[config.mk]
export PLATFORM = sky130hd
export DESIGN_NAME = wfg_stim_mem_arb_flat
export DESIGN_NICKNAME = d
export VERILOG_FILES = /design/src/rtl/wfg_stim_mem_arb_if.sv /design/src/rtl/wfg_stim_mem_arb.sv /design/src/flat_wrapper.sv
export SDC_FILE = /design/constraint.sdc
export NUM_CORES = 1
export LEC_CHECK = 0
export ABC_AREA = 1
export CAP_MARGIN = 40
export CORE_AREA = 2 2 98 100
export CTS_CLUSTER_SIZE = 14
export DETAILED_ROUTE_END_ITERATION = 10
export DIE_AREA = 0 0 100 102
export PLACE_DENSITY = 0.78
export SETUP_SLACK_MARGIN = 0.02
export SYNTH_ARGS = -nofsm -noshare
export SYNTH_HDL_FRONTEND = slang
export SYNTH_SLANG_ARGS = --single-unit
[constraint.sdc]
create_clock -name clk -period 2.05 [get_ports clk]
set_input_delay 0.41 -clock clk [delete_from_list [all_inputs] [get_ports clk]]
set_output_delay 0.41 -clock clk [all_outputs]
set_load 0.05 [all_outputs]
[src/rtl/wfg_stim_mem_arb_if.sv]
// Bus bundle between two stim read channels, a host port and one single-port SRAM.
interface wfg_stim_mem_arb_if #(
    parameter int unsigned ADDR_W = 10,
    parameter int unsigned DATA_W = 32
);
    localparam int unsigned MASK_W = DATA_W / 8;

    logic              ch0_req_i;
    logic [ADDR_W-1:0] ch0_addr_i;
    logic              ch0_gnt_o;
    logic              ch0_rvalid_o;
    logic [DATA_W-1:0] ch0_rdata_o;

    logic              ch1_req_i;
    logic [ADDR_W-1:0] ch1_addr_i;
    logic              ch1_gnt_o;
    logic              ch1_rvalid_o;
    logic [DATA_W-1:0] ch1_rdata_o;

    logic              host_req_i;
    logic              host_we_i;
    logic [ADDR_W-1:0] host_addr_i;
    logic [DATA_W-1:0] host_wdata_i;
    logic [MASK_W-1:0] host_wmask_i;
    logic              host_gnt_o;
    logic              host_rvalid_o;
    logic [DATA_W-1:0] host_rdata_o;

    logic              csb0_o;
    logic              web0_o;
    logic [MASK_W-1:0] wmask0_o;
    logic [ADDR_W-1:0] addr0_o;
    logic [DATA_W-1:0] din0_o;
    logic [DATA_W-1:0] dout0_i;

    // Arbiter side
    modport slave (
        input  ch0_req_i, ch0_addr_i,
        output ch0_gnt_o, ch0_rvalid_o, ch0_rdata_o,
        input  ch1_req_i, ch1_addr_i,
        output ch1_gnt_o, ch1_rvalid_o, ch1_rdata_o,
        input  host_req_i, host_we_i, host_addr_i, host_wdata_i, host_wmask_i,
        output host_gnt_o, host_rvalid_o, host_rdata_o,
        output csb0_o, web0_o, wmask0_o, addr0_o, din0_o,
        input  dout0_i
    );

    // Requesters and SRAM side
    modport master (
        output ch0_req_i, ch0_addr_i,
        input  ch0_gnt_o, ch0_rvalid_o, ch0_rdata_o,
        output ch1_req_i, ch1_addr_i,
        input  ch1_gnt_o, ch1_rvalid_o, ch1_rdata_o,
        output host_req_i, host_we_i, host_addr_i, host_wdata_i, host_wmask_i,
        input  host_gnt_o, host_rvalid_o, host_rdata_o,
        input  csb0_o, web0_o, wmask0_o, addr0_o, din0_o,
        output dout0_i
    );
endinterface

[src/rtl/wfg_stim_mem_arb.sv]
// Single-port SRAM arbiter for two stim read channels and a host port, 1-cycle read return.
// WFG_MEM_ARB_HOST_PRIO_EN: host strict priority; otherwise 3-way round robin ch0->ch1->host.
module wfg_stim_mem_arb #(
    parameter int unsigned ADDR_W = 10,
    parameter int unsigned DATA_W = 32
) (
    input  logic              clk,
    input  logic              rst_n,
    wfg_stim_mem_arb_if.slave bus
);
    localparam int unsigned MASK_W = DATA_W / 8;
    localparam int unsigned NSRC   = 3;
`ifdef WFG_MEM_ARB_HOST_PRIO_EN
    localparam int unsigned RR_W   = 1;
`else
    localparam int unsigned RR_W   = 2;
`endif
    localparam logic [1:0] SRC_CH0  = 2'd0;
    localparam logic [1:0] SRC_CH1  = 2'd1;
    localparam logic [1:0] SRC_HOST = 2'd2;

    logic [RR_W-1:0]   rr_q, rr_d;
    logic              tag_vld_q, tag_vld_d;
    logic [1:0]        tag_src_q, tag_src_d;
    logic [NSRC-1:0]   req_c, gnt_c, rvalid_c;
    logic              csb_c, web_c;
    logic [ADDR_W-1:0] addr_c;
    logic [DATA_W-1:0] din_c;
    logic [MASK_W-1:0] wmask_c;

    // Nothing is accepted while reset is asserted
    assign req_c = {bus.host_req_i, bus.ch1_req_i, bus.ch0_req_i} & {NSRC{rst_n}};

`ifdef WFG_MEM_ARB_HOST_PRIO_EN
    // Host first, then the two channels alternate on rr_q
    always_comb begin
        gnt_c = '0;
        rr_d  = rr_q;
        if (req_c[SRC_HOST]) begin
            gnt_c[SRC_HOST] = 1'b1;
        end else if (req_c[SRC_CH0] && (!req_c[SRC_CH1] || rr_q == 1'b0)) begin
            gnt_c[SRC_CH0] = 1'b1;
            rr_d           = 1'b1;
        end else if (req_c[SRC_CH1]) begin
            gnt_c[SRC_CH1] = 1'b1;
            rr_d           = 1'b0;
        end
    end
`else
    logic [1:0] cand;
    logic       found;

    // Search from the favoured source; pointer moves past the winner
    always_comb begin
        gnt_c = '0;
        rr_d  = rr_q;
        cand  = '0;
        found = 1'b0;
        for (int unsigned k = 0; k < NSRC; k++) begin
            cand = 2'((32'(rr_q) + k) % NSRC);
            if (!found && req_c[cand]) begin
                found       = 1'b1;
                gnt_c[cand] = 1'b1;
                rr_d        = (cand == SRC_HOST) ? SRC_CH0 : cand + 2'd1;
            end
        end
    end
`endif

    // SRAM port drive and read-return tag for the next cycle
    always_comb begin
        csb_c     = 1'b1;
        web_c     = 1'b1;
        addr_c    = '0;
        din_c     = '0;
        wmask_c   = '0;
        tag_vld_d = 1'b0;
        tag_src_d = SRC_CH0;
        if (gnt_c[SRC_CH0]) begin
            csb_c     = 1'b0;
            addr_c    = bus.ch0_addr_i;
            tag_vld_d = 1'b1;
            tag_src_d = SRC_CH0;
        end else if (gnt_c[SRC_CH1]) begin
            csb_c     = 1'b0;
            addr_c    = bus.ch1_addr_i;
            tag_vld_d = 1'b1;
            tag_src_d = SRC_CH1;
        end else if (gnt_c[SRC_HOST]) begin
            csb_c  = 1'b0;
            addr_c = bus.host_addr_i;
            if (bus.host_we_i) begin
                web_c   = 1'b0;
                din_c   = bus.host_wdata_i;
                wmask_c = bus.host_wmask_i;
            end else begin
                tag_vld_d = 1'b1;
                tag_src_d = SRC_HOST;
            end
        end
    end

    always_ff @(posedge clk or negedge rst_n) begin
        if (!rst_n) begin
            rr_q      <= '0;
            tag_vld_q <= 1'b0;
            tag_src_q <= SRC_CH0;
        end else begin
            rr_q      <= rr_d;
            tag_vld_q <= tag_vld_d;
            tag_src_q <= tag_src_d;
        end
    end

    assign rvalid_c[SRC_CH0]  = tag_vld_q && (tag_src_q == SRC_CH0);
    assign rvalid_c[SRC_CH1]  = tag_vld_q && (tag_src_q == SRC_CH1);
    assign rvalid_c[SRC_HOST] = tag_vld_q && (tag_src_q == SRC_HOST);

    assign bus.ch0_gnt_o     = gnt_c[SRC_CH0];
    assign bus.ch1_gnt_o     = gnt_c[SRC_CH1];
    assign bus.host_gnt_o    = gnt_c[SRC_HOST];
    assign bus.ch0_rvalid_o  = rvalid_c[SRC_CH0];
    assign bus.ch1_rvalid_o  = rvalid_c[SRC_CH1];
    assign bus.host_rvalid_o = rvalid_c[SRC_HOST];
    assign bus.ch0_rdata_o   = rvalid_c[SRC_CH0]  ? bus.dout0_i : '0;
    assign bus.ch1_rdata_o   = rvalid_c[SRC_CH1]  ? bus.dout0_i : '0;
    assign bus.host_rdata_o  = rvalid_c[SRC_HOST] ? bus.dout0_i : '0;

    assign bus.csb0_o   = csb_c;
    assign bus.web0_o   = web_c;
    assign bus.addr0_o  = addr_c;
    assign bus.din0_o   = din_c;
    assign bus.wmask0_o = wmask_c;
endmodule

[src/flat_wrapper.sv]
// flat-port wrapper written by rule: the top's interface ports become plain ports
module wfg_stim_mem_arb_flat 
#(
    parameter int unsigned ADDR_W = 10,
    parameter int unsigned DATA_W = 32
)
  (clk, rst_n, bus_ch0_req_i, bus_ch0_addr_i, bus_ch0_gnt_o, bus_ch0_rvalid_o, bus_ch0_rdata_o, bus_ch1_req_i, bus_ch1_addr_i, bus_ch1_gnt_o, bus_ch1_rvalid_o, bus_ch1_rdata_o, bus_host_req_i, bus_host_we_i, bus_host_addr_i, bus_host_wdata_i, bus_host_wmask_i, bus_host_gnt_o, bus_host_rvalid_o, bus_host_rdata_o, bus_csb0_o, bus_web0_o, bus_wmask0_o, bus_addr0_o, bus_din0_o, bus_dout0_i);
  wfg_stim_mem_arb_if #(.ADDR_W(ADDR_W), .DATA_W(DATA_W)) bus_i ();
  input  logic clk;
  input  logic rst_n;
  input wire logic [$bits(bus_i.ch0_req_i)-1:0] bus_ch0_req_i;
  input wire logic [$bits(bus_i.ch0_addr_i)-1:0] bus_ch0_addr_i;
  output wire logic [$bits(bus_i.ch0_gnt_o)-1:0] bus_ch0_gnt_o;
  output wire logic [$bits(bus_i.ch0_rvalid_o)-1:0] bus_ch0_rvalid_o;
  output wire logic [$bits(bus_i.ch0_rdata_o)-1:0] bus_ch0_rdata_o;
  input wire logic [$bits(bus_i.ch1_req_i)-1:0] bus_ch1_req_i;
  input wire logic [$bits(bus_i.ch1_addr_i)-1:0] bus_ch1_addr_i;
  output wire logic [$bits(bus_i.ch1_gnt_o)-1:0] bus_ch1_gnt_o;
  output wire logic [$bits(bus_i.ch1_rvalid_o)-1:0] bus_ch1_rvalid_o;
  output wire logic [$bits(bus_i.ch1_rdata_o)-1:0] bus_ch1_rdata_o;
  input wire logic [$bits(bus_i.host_req_i)-1:0] bus_host_req_i;
  input wire logic [$bits(bus_i.host_we_i)-1:0] bus_host_we_i;
  input wire logic [$bits(bus_i.host_addr_i)-1:0] bus_host_addr_i;
  input wire logic [$bits(bus_i.host_wdata_i)-1:0] bus_host_wdata_i;
  input wire logic [$bits(bus_i.host_wmask_i)-1:0] bus_host_wmask_i;
  output wire logic [$bits(bus_i.host_gnt_o)-1:0] bus_host_gnt_o;
  output wire logic [$bits(bus_i.host_rvalid_o)-1:0] bus_host_rvalid_o;
  output wire logic [$bits(bus_i.host_rdata_o)-1:0] bus_host_rdata_o;
  output wire logic [$bits(bus_i.csb0_o)-1:0] bus_csb0_o;
  output wire logic [$bits(bus_i.web0_o)-1:0] bus_web0_o;
  output wire logic [$bits(bus_i.wmask0_o)-1:0] bus_wmask0_o;
  output wire logic [$bits(bus_i.addr0_o)-1:0] bus_addr0_o;
  output wire logic [$bits(bus_i.din0_o)-1:0] bus_din0_o;
  input wire logic [$bits(bus_i.dout0_i)-1:0] bus_dout0_i;
  assign bus_i.ch0_req_i = bus_ch0_req_i;
  assign bus_i.ch0_addr_i = bus_ch0_addr_i;
  assign bus_ch0_gnt_o = bus_i.ch0_gnt_o;
  assign bus_ch0_rvalid_o = bus_i.ch0_rvalid_o;
  assign bus_ch0_rdata_o = bus_i.ch0_rdata_o;
  assign bus_i.ch1_req_i = bus_ch1_req_i;
  assign bus_i.ch1_addr_i = bus_ch1_addr_i;
  assign bus_ch1_gnt_o = bus_i.ch1_gnt_o;
  assign bus_ch1_rvalid_o = bus_i.ch1_rvalid_o;
  assign bus_ch1_rdata_o = bus_i.ch1_rdata_o;
  assign bus_i.host_req_i = bus_host_req_i;
  assign bus_i.host_we_i = bus_host_we_i;
  assign bus_i.host_addr_i = bus_host_addr_i;
  assign bus_i.host_wdata_i = bus_host_wdata_i;
  assign bus_i.host_wmask_i = bus_host_wmask_i;
  assign bus_host_gnt_o = bus_i.host_gnt_o;
  assign bus_host_rvalid_o = bus_i.host_rvalid_o;
  assign bus_host_rdata_o = bus_i.host_rdata_o;
  assign bus_csb0_o = bus_i.csb0_o;
  assign bus_web0_o = bus_i.web0_o;
  assign bus_wmask0_o = bus_i.wmask0_o;
  assign bus_addr0_o = bus_i.addr0_o;
  assign bus_din0_o = bus_i.din0_o;
  assign bus_i.dout0_i = bus_dout0_i;
  wfg_stim_mem_arb #(.ADDR_W(ADDR_W), .DATA_W(DATA_W)) u_core (.clk(clk), .rst_n(rst_n), .bus(bus_i));
endmodule
==> results.sh <==
export IMPL_die_h_um=102
export IMPL_via_count=3929
export IMPL_design_core_area_um2=9110
export IMPL_synth_area_per_cell_um2=4.88
export IMPL_yosys_top_cells_area="nand3_1 (24%), nor2_1 (21%), inv_1 (12%)"
export IMPL_layout_drive_gt1_share_pct=67.4
export IMPL_ir_drop_mv=2.00
export IMPL_drt_iter0_drc=148
export IMPL_failed_checks="negative setup slack"
export IMPL_synth_seq_cells=5
export IMPL_synthDistinctLibCells=20
export IMPL_dieArea_um2=10200
export IMPL_grt_pass1_vias=3894
export IMPL_grt_overflow_total=0
export IMPL_internal_power_uw=6300
export IMPL_postLayoutCellArea_um2=7590
export IMPL_drv_slew=0
export IMPL_path_common_cell="nand2_2"
export IMPL_io_pins=254
export IMPL_pwr_share_seq_pct=1.3
export IMPL_crit_start="u_core.rr_q[1]$_DFFE_PN0P_"
export IMPL_finalHoldViolations=0
export IMPL_hold_buffers=0
export IMPL_fill_cells=427
export IMPL_clock_power_share_pct=1.3
export IMPL_status="complete, but fails checks"
export IMPL_cts_buffers_inserted=3
export IMPL_min_delay_path_class="primary input to async pin"
export IMPL_critical_path_top_delay_family="simple AND/OR/NAND/NOR gates"
export IMPL_power_leakage_uw=0.00312
export IMPL_rsz0062_at_grt="true"
export IMPL_drc=0
export IMPL_critPathSlowestCell="dfrtp_2"
export IMPL_die_w_um=100
export IMPL_fin_skew_ns=0.00742
export IMPL_rows=35
export IMPL_startpoint_type="flip-flop"
export IMPL_antennaDiodeCount=0
export IMPL_root_buffer="clkbuf_8"
export IMPL_grt_use_total_pct=25.3
export IMPL_p_sw_uw=8950
export IMPL_tightest_slew_ns=0.379
export IMPL_port_buffers=253
export IMPL_synth_fp_nets=482
export IMPL_relSlewSlack_pct=74.7
export IMPL_endpoint_kind="output pin"
export IMPL_wl_mm=15.9
export IMPL_fmax_ghz=0.355
export IMPL_p_comb_share_pct=97.4
export IMPL_setup_slack_ns=-0.764
export IMPL_critPathKind="flip-flop to output pin"
export IMPL_clk_latency_ns=0.24
export IMPL_clock_sinks=5
export IMPL_fin_util_pct=83.3
export IMPL_via_per_inst=5.02
export IMPL_wl_per_cell_um=20.3
export IMPL_grt_pass1_wl_mm=20.3
export IMPL_clock_path_buffers=2
export IMPL_place_hpwl_mm=9.75
export IMPL_layout_commonest_cell="clkdlybuf4s50_1"
export IMPL_layout_common_cells="clkdlybuf4s50_1 (99), buf_4 (85), buf_12 (79), nor2_4 (65), nand3_2 (48)"
export IMPL_netlist_instances=374
export IMPL_yosysSeqAreaShare_pct=6.86
export IMPL_max_stage_delay_ns=0.44
export IMPL_timing_reg2reg_setup_slack_ns=-0.32
export IMPL_htreeDepth=1
export IMPL_firstDrtPassIters=4
export IMPL_cp_arrival_ns=2.40
export IMPL_gp_congestion=0.908
export IMPL_syn_area_um2=1820
export IMPL_start_util_pct=20.0
export IMPL_critical_path_required_ns=1.64
export IMPL_synth_top_area_share_pct=24.4
export IMPL_finalNetCount=781
export IMPL_cts_tree="done"
export IMPL_setup_viol=53
export IMPL_crit_chain="ha_4 > buf_6 > nand2_2 > nand3_2 > nand2_2 > nand3_1 > nand2_2 > nor2_4 > buf_4 > clkbuf_16 > nand3_2 > nand3_4 > buf_8"
export IMPL_swShare_pct=58.7
export IMPL_period_share_pct=137
export IMPL_ant_nets=0
export IMPL_grt_max_degree=34
export IMPL_ys_warn_count=0
export IMPL_power_density_nw_per_um2=2010
export IMPL_period_needed_ns=2.81
export IMPL_synthToLayoutAreaGrowth_pct=316
export IMPL_critPathMaxFanout=10
export IMPL_yosysTopAreaCell="nand3_1"
export IMPL_antenna_found_initial=0
export IMPL_clk_pin_slew_ns=0.04
export IMPL_post_dp_cell_area_um2=6230
export IMPL_r2r_start="u_core.rr_q[1]$_DFFE_PN0P_"
export IMPL_cp_num_buf_inv=4
export IMPL_drv_cap=0
## per-layer routing
layer,global-route usage (%),wire [um],up-vias
met5,0,0,-
met4,7.80,678,0
met3,5.27,1230,49
met2,50.4,8750,216
met1,26.5,5210,1876
li1,-,-,1788
## synthesized netlist by cell type
library cell	instances
nand2_1	35
o21ai_0	2
nand3_2	1
clkbuf_1	18
nor2_2	1
nor2_4	1
buf_2	10
nand3_1	89
o21ai_1	1
nand4_1	2
nor3_2	10
ha_1	4
buf_6	3
nand2_2	2
nor3_1	28
inv_2	3
nor2_1	102
inv_1	56
dfrtp_1	5
o21ai_2	1
## power groups by stage
stage	sequential (uW)	combinational, uW	clock [uW]
detailed placement	205	11000	0
finish	200	14900	200
CTS	195	13500	180
global placement	202	10800	0
floorplan	195	7610	0
global route	204	15300	204
## logic make-up after synthesis
family	share of synthesized area, %
flip-flops	6.86
buffers and inverters	20.4
AND/OR/NAND/NOR	68.7
adder cells (fa/ha/maj)	2.74
AO/OA/AOI/OAI	1.30
## flip-flops by register name, indices dropped and copies added, names as in the netlist
name / count
u_core.rr_q: 2
u_core.tag_src_q: 2
u_core.tag_vld_q: 1
## worst paths after layout
path                       depth (start not counted)                       endpoint
min in group clk                                   3     u_core.rr_q[1]$_DFFE_PN0P_
setup / recovery                                  13                 bus_addr0_o[4]
max in group asynchronous                          2     u_core.rr_q[1]$_DFFE_PN0P_
hold reg to reg                                    3     u_core.rr_q[1]$_DFFE_PN0P_
setup reg to reg                                  15  u_core.tag_src_q[1]$_DFF_PN0_
hold / removal                                     2     u_core.rr_q[0]$_DFFE_PN0P_
## through the flow
step | setup WS (ns) | hold WS (ns) | TNS (ns) | power, uW | cells
floorplan | -0.405 | 0.114 | -16.48 | 7800 | 374
global placement | -0.756 | 0.742 | -36.88 | 11000 | 742
detailed placement | -0.840 | 0.755 | -40.02 | 11200 | 742
CTS | -0.625 | 0.377 | -29.42 | 13900 | 772
global route | -0.815 | 0.243 | -38.79 | 15700 | 783
finish | -0.764 | 0.233 | -34.94 | 15300 | 783
## repair_timing
item,in CTS,in global routing
pin swaps,26,30
buffers inserted,19,7
setup endpoints to repair,82,61
resized for setup,136,72
cloned,7,6
## cell type report
class / instances / area, um^2 / share of cell area [%]
Sequential cell: 5 / 126 / 1.67
Tap cell: 111 / 139 / 1.83
Timing Repair Buffer: 325 / 4070 / 53.6
Clock buffer: 4 / 45.0 / 0.594
Multi-Input combinational cell: 279 / 2970 / 39.2
Inverter: 59 / 236 / 3.12
No activity file was read; power rests on OpenSTA's default activity.
==> RTL change, RTL diff (same settings) <==
The option `WFG_MEM_ARB_HOST_PRIO_EN` is turned on by a define.
--- a/src/rtl/wfg_stim_mem_arb.sv
+++ b/src/rtl/wfg_stim_mem_arb.sv
@@ -1,5 +1,7 @@
 // Single-port SRAM arbiter for two stim read channels and a host port, 1-cycle read return.
 // WFG_MEM_ARB_HOST_PRIO_EN: host strict priority; otherwise 3-way round robin ch0->ch1->host.
+`define WFG_MEM_ARB_HOST_PRIO_EN
+
 module wfg_stim_mem_arb #(
     parameter int unsigned ADDR_W = 10,
     parameter int unsigned DATA_W = 32
Check against the original RTL: not equivalent (Yosys sat finds a counterexample within 4 cycles, from zero or initial values and one cycle with rst_n low).
==> RTL change against the original RTL <==
Worst setup slack gained 0.86 ns; largest cell class unchanged; routed wire length shrank 37%; fmax grew 44%; final area shrank 24%; area after synthesis shrank 23%; global-route usage shrank 6.9 points; sequential cell count shrank 1.
Power is left out: it rests on default switching activity, and per cell area and clock period it moved more than threefold.
==> RTL change: results <==
set metrics [dict create \
    status "finished, final reports clean" \
    drive_gt1_share_pct 37.4 \
    async_flop_share_pct 100 \
    clk_latency_ns 0.22 \
    drt_iter0_markers 108 \
    ys_types 15 \
    post-dp-hpwl_mm 8.56 \
    finalWirelength_mm 9.93 \
    htreeDepth 1 \
    r2r_slack_ns 0.93 \
    fin_skew_ns 0.000715 \
    critPathMaxStageDelay_ns 0.50 \
    num_vias 2850 \
    fillCellCount 695 \
    critPathArrivalTime_ns 1.54 \
    io_buffers 253 \
    synth_top_area_cell "nor2_1" \
    root_buffer "clkbuf_8" \
    grt_max_degree 39 \
    dpl_cell_area_um2 5660 \
    synth.area.mux_share_pct 0 \
    clockBufferDepth 2 \
    worstPathMaxFanout 38 \
    slew_headroom_pct 82.6 \
    numCtsBuffers 3 \
    synth_compound_gate_area_share_pct 0.354 \
    postCtsSetupBuffers 0 \
    grtUsageTotal_pct 18.4 \
    path_delay_family "buffers and inverters" \
    synth_fp_nets 402 \
    grt_pass1_wl_mm 15.0 \
    drv_cap 0 \
    fin_nets 659 \
    crit_path_top_delay_cell "clkdlybuf4s50_1" \
    synth_common_cells "nor2_1, nand2_1, inv_1, nand3_1, buf_2" \
    synth.area.top_cells "nor2_1, nand2_1, inv_1" \
    yosysSeqAreaShare_pct 7.09 \
    place.gp.congestion 0.860 \
    reg_top3 "u_core.tag_src_q (2), u_core.rr_q (1), u_core.tag_vld_q (1)" \
    synth_fa_ha_area_share_pct 0 \
]
[RTL change: path summary, 6_finish.rpt]
path / start / to / cells past startpoint
worst min register to register: u_core.rr_q / u_core.rr_q / 2
worst min-delay path: rst_n / u_core.tag_src_q[0] / 2
max in group asynchronous: rst_n / u_core.rr_q / 2
min in group clk: u_core.rr_q / u_core.rr_q / 2
worst max register to register: u_core.rr_q / u_core.tag_vld_q / 6
worst max-delay path: bus_host_we_i / bus_din0_o[21] / 5
[RTL change: worst register-to-register path: stages, from the launching register on]
cell and delay (ns):
dfrtp_1 0.37, nand2_1 0.11, nand2_2 0.08, buf_4 0.16, nand2_1 0.09, buf_4 0.12
nand3_1 0.07
[RTL change: routing by layer]
| metal | global-route usage (%) | vias to the layer above | routed length, um | share of wire (%) |
|---|---|---|---|---|
| li1 | - | 1385 | - | - |
| met5 | 0 | - | 0 | 0 |
| met2 | 35.2 | 175 | 5340 | 54 |
| met3 | 3.90 | 16 | 838 | 8.4 |
| met4 | 4.53 | 0 | 206 | 2.1 |
| met1 | 20.7 | 1274 | 3550 | 36 |
[RTL change: timing repair]
action / in CTS / in global routing
endpoints found under the setup margin: 49 / 20
resized for setup: 17 / 8
pin swaps: 0 / 2
[RTL change: area by class of cell]
cell class	instances	share of cell area, %
clock buffers	3	0.715
inverters	45	2.93
multi-input cells	226	18.3
flip-flops and latches	4	1.73
well taps	111	2.41
repair buffers	275	73.9
[RTL change: cells by family (layout without fill, tap and decap cells)]
logic type | after synthesis | in the layout
flops | 4 | 4
simple gates | 225 | 225
buf+inv | 68 | 323
compound gates | 1 | 1
[RTL change: stage by stage]
| stage | hold slack, ns | instances | utilization [%] | worst slack, ns | setup TNS [ns] |
|---|---|---|---|---|---|
| after CTS | 0.307 | 664 | 63.1 | 0.0200 | 0 |
| after detailed placement | 0.529 | 661 | 62.1 | -0.101 | -2.41 |
| after global routing | 0.331 | 664 | 63.4 | 0.0203 | 0 |
| after floorplan | 0.114 | 298 | - | 0.223 | 0 |
| after global placement | 0.493 | 661 | 62.1 | -0.0526 | -0.532 |
| final | 0.308 | 664 | 63.4 | 0.0980 | 0 |
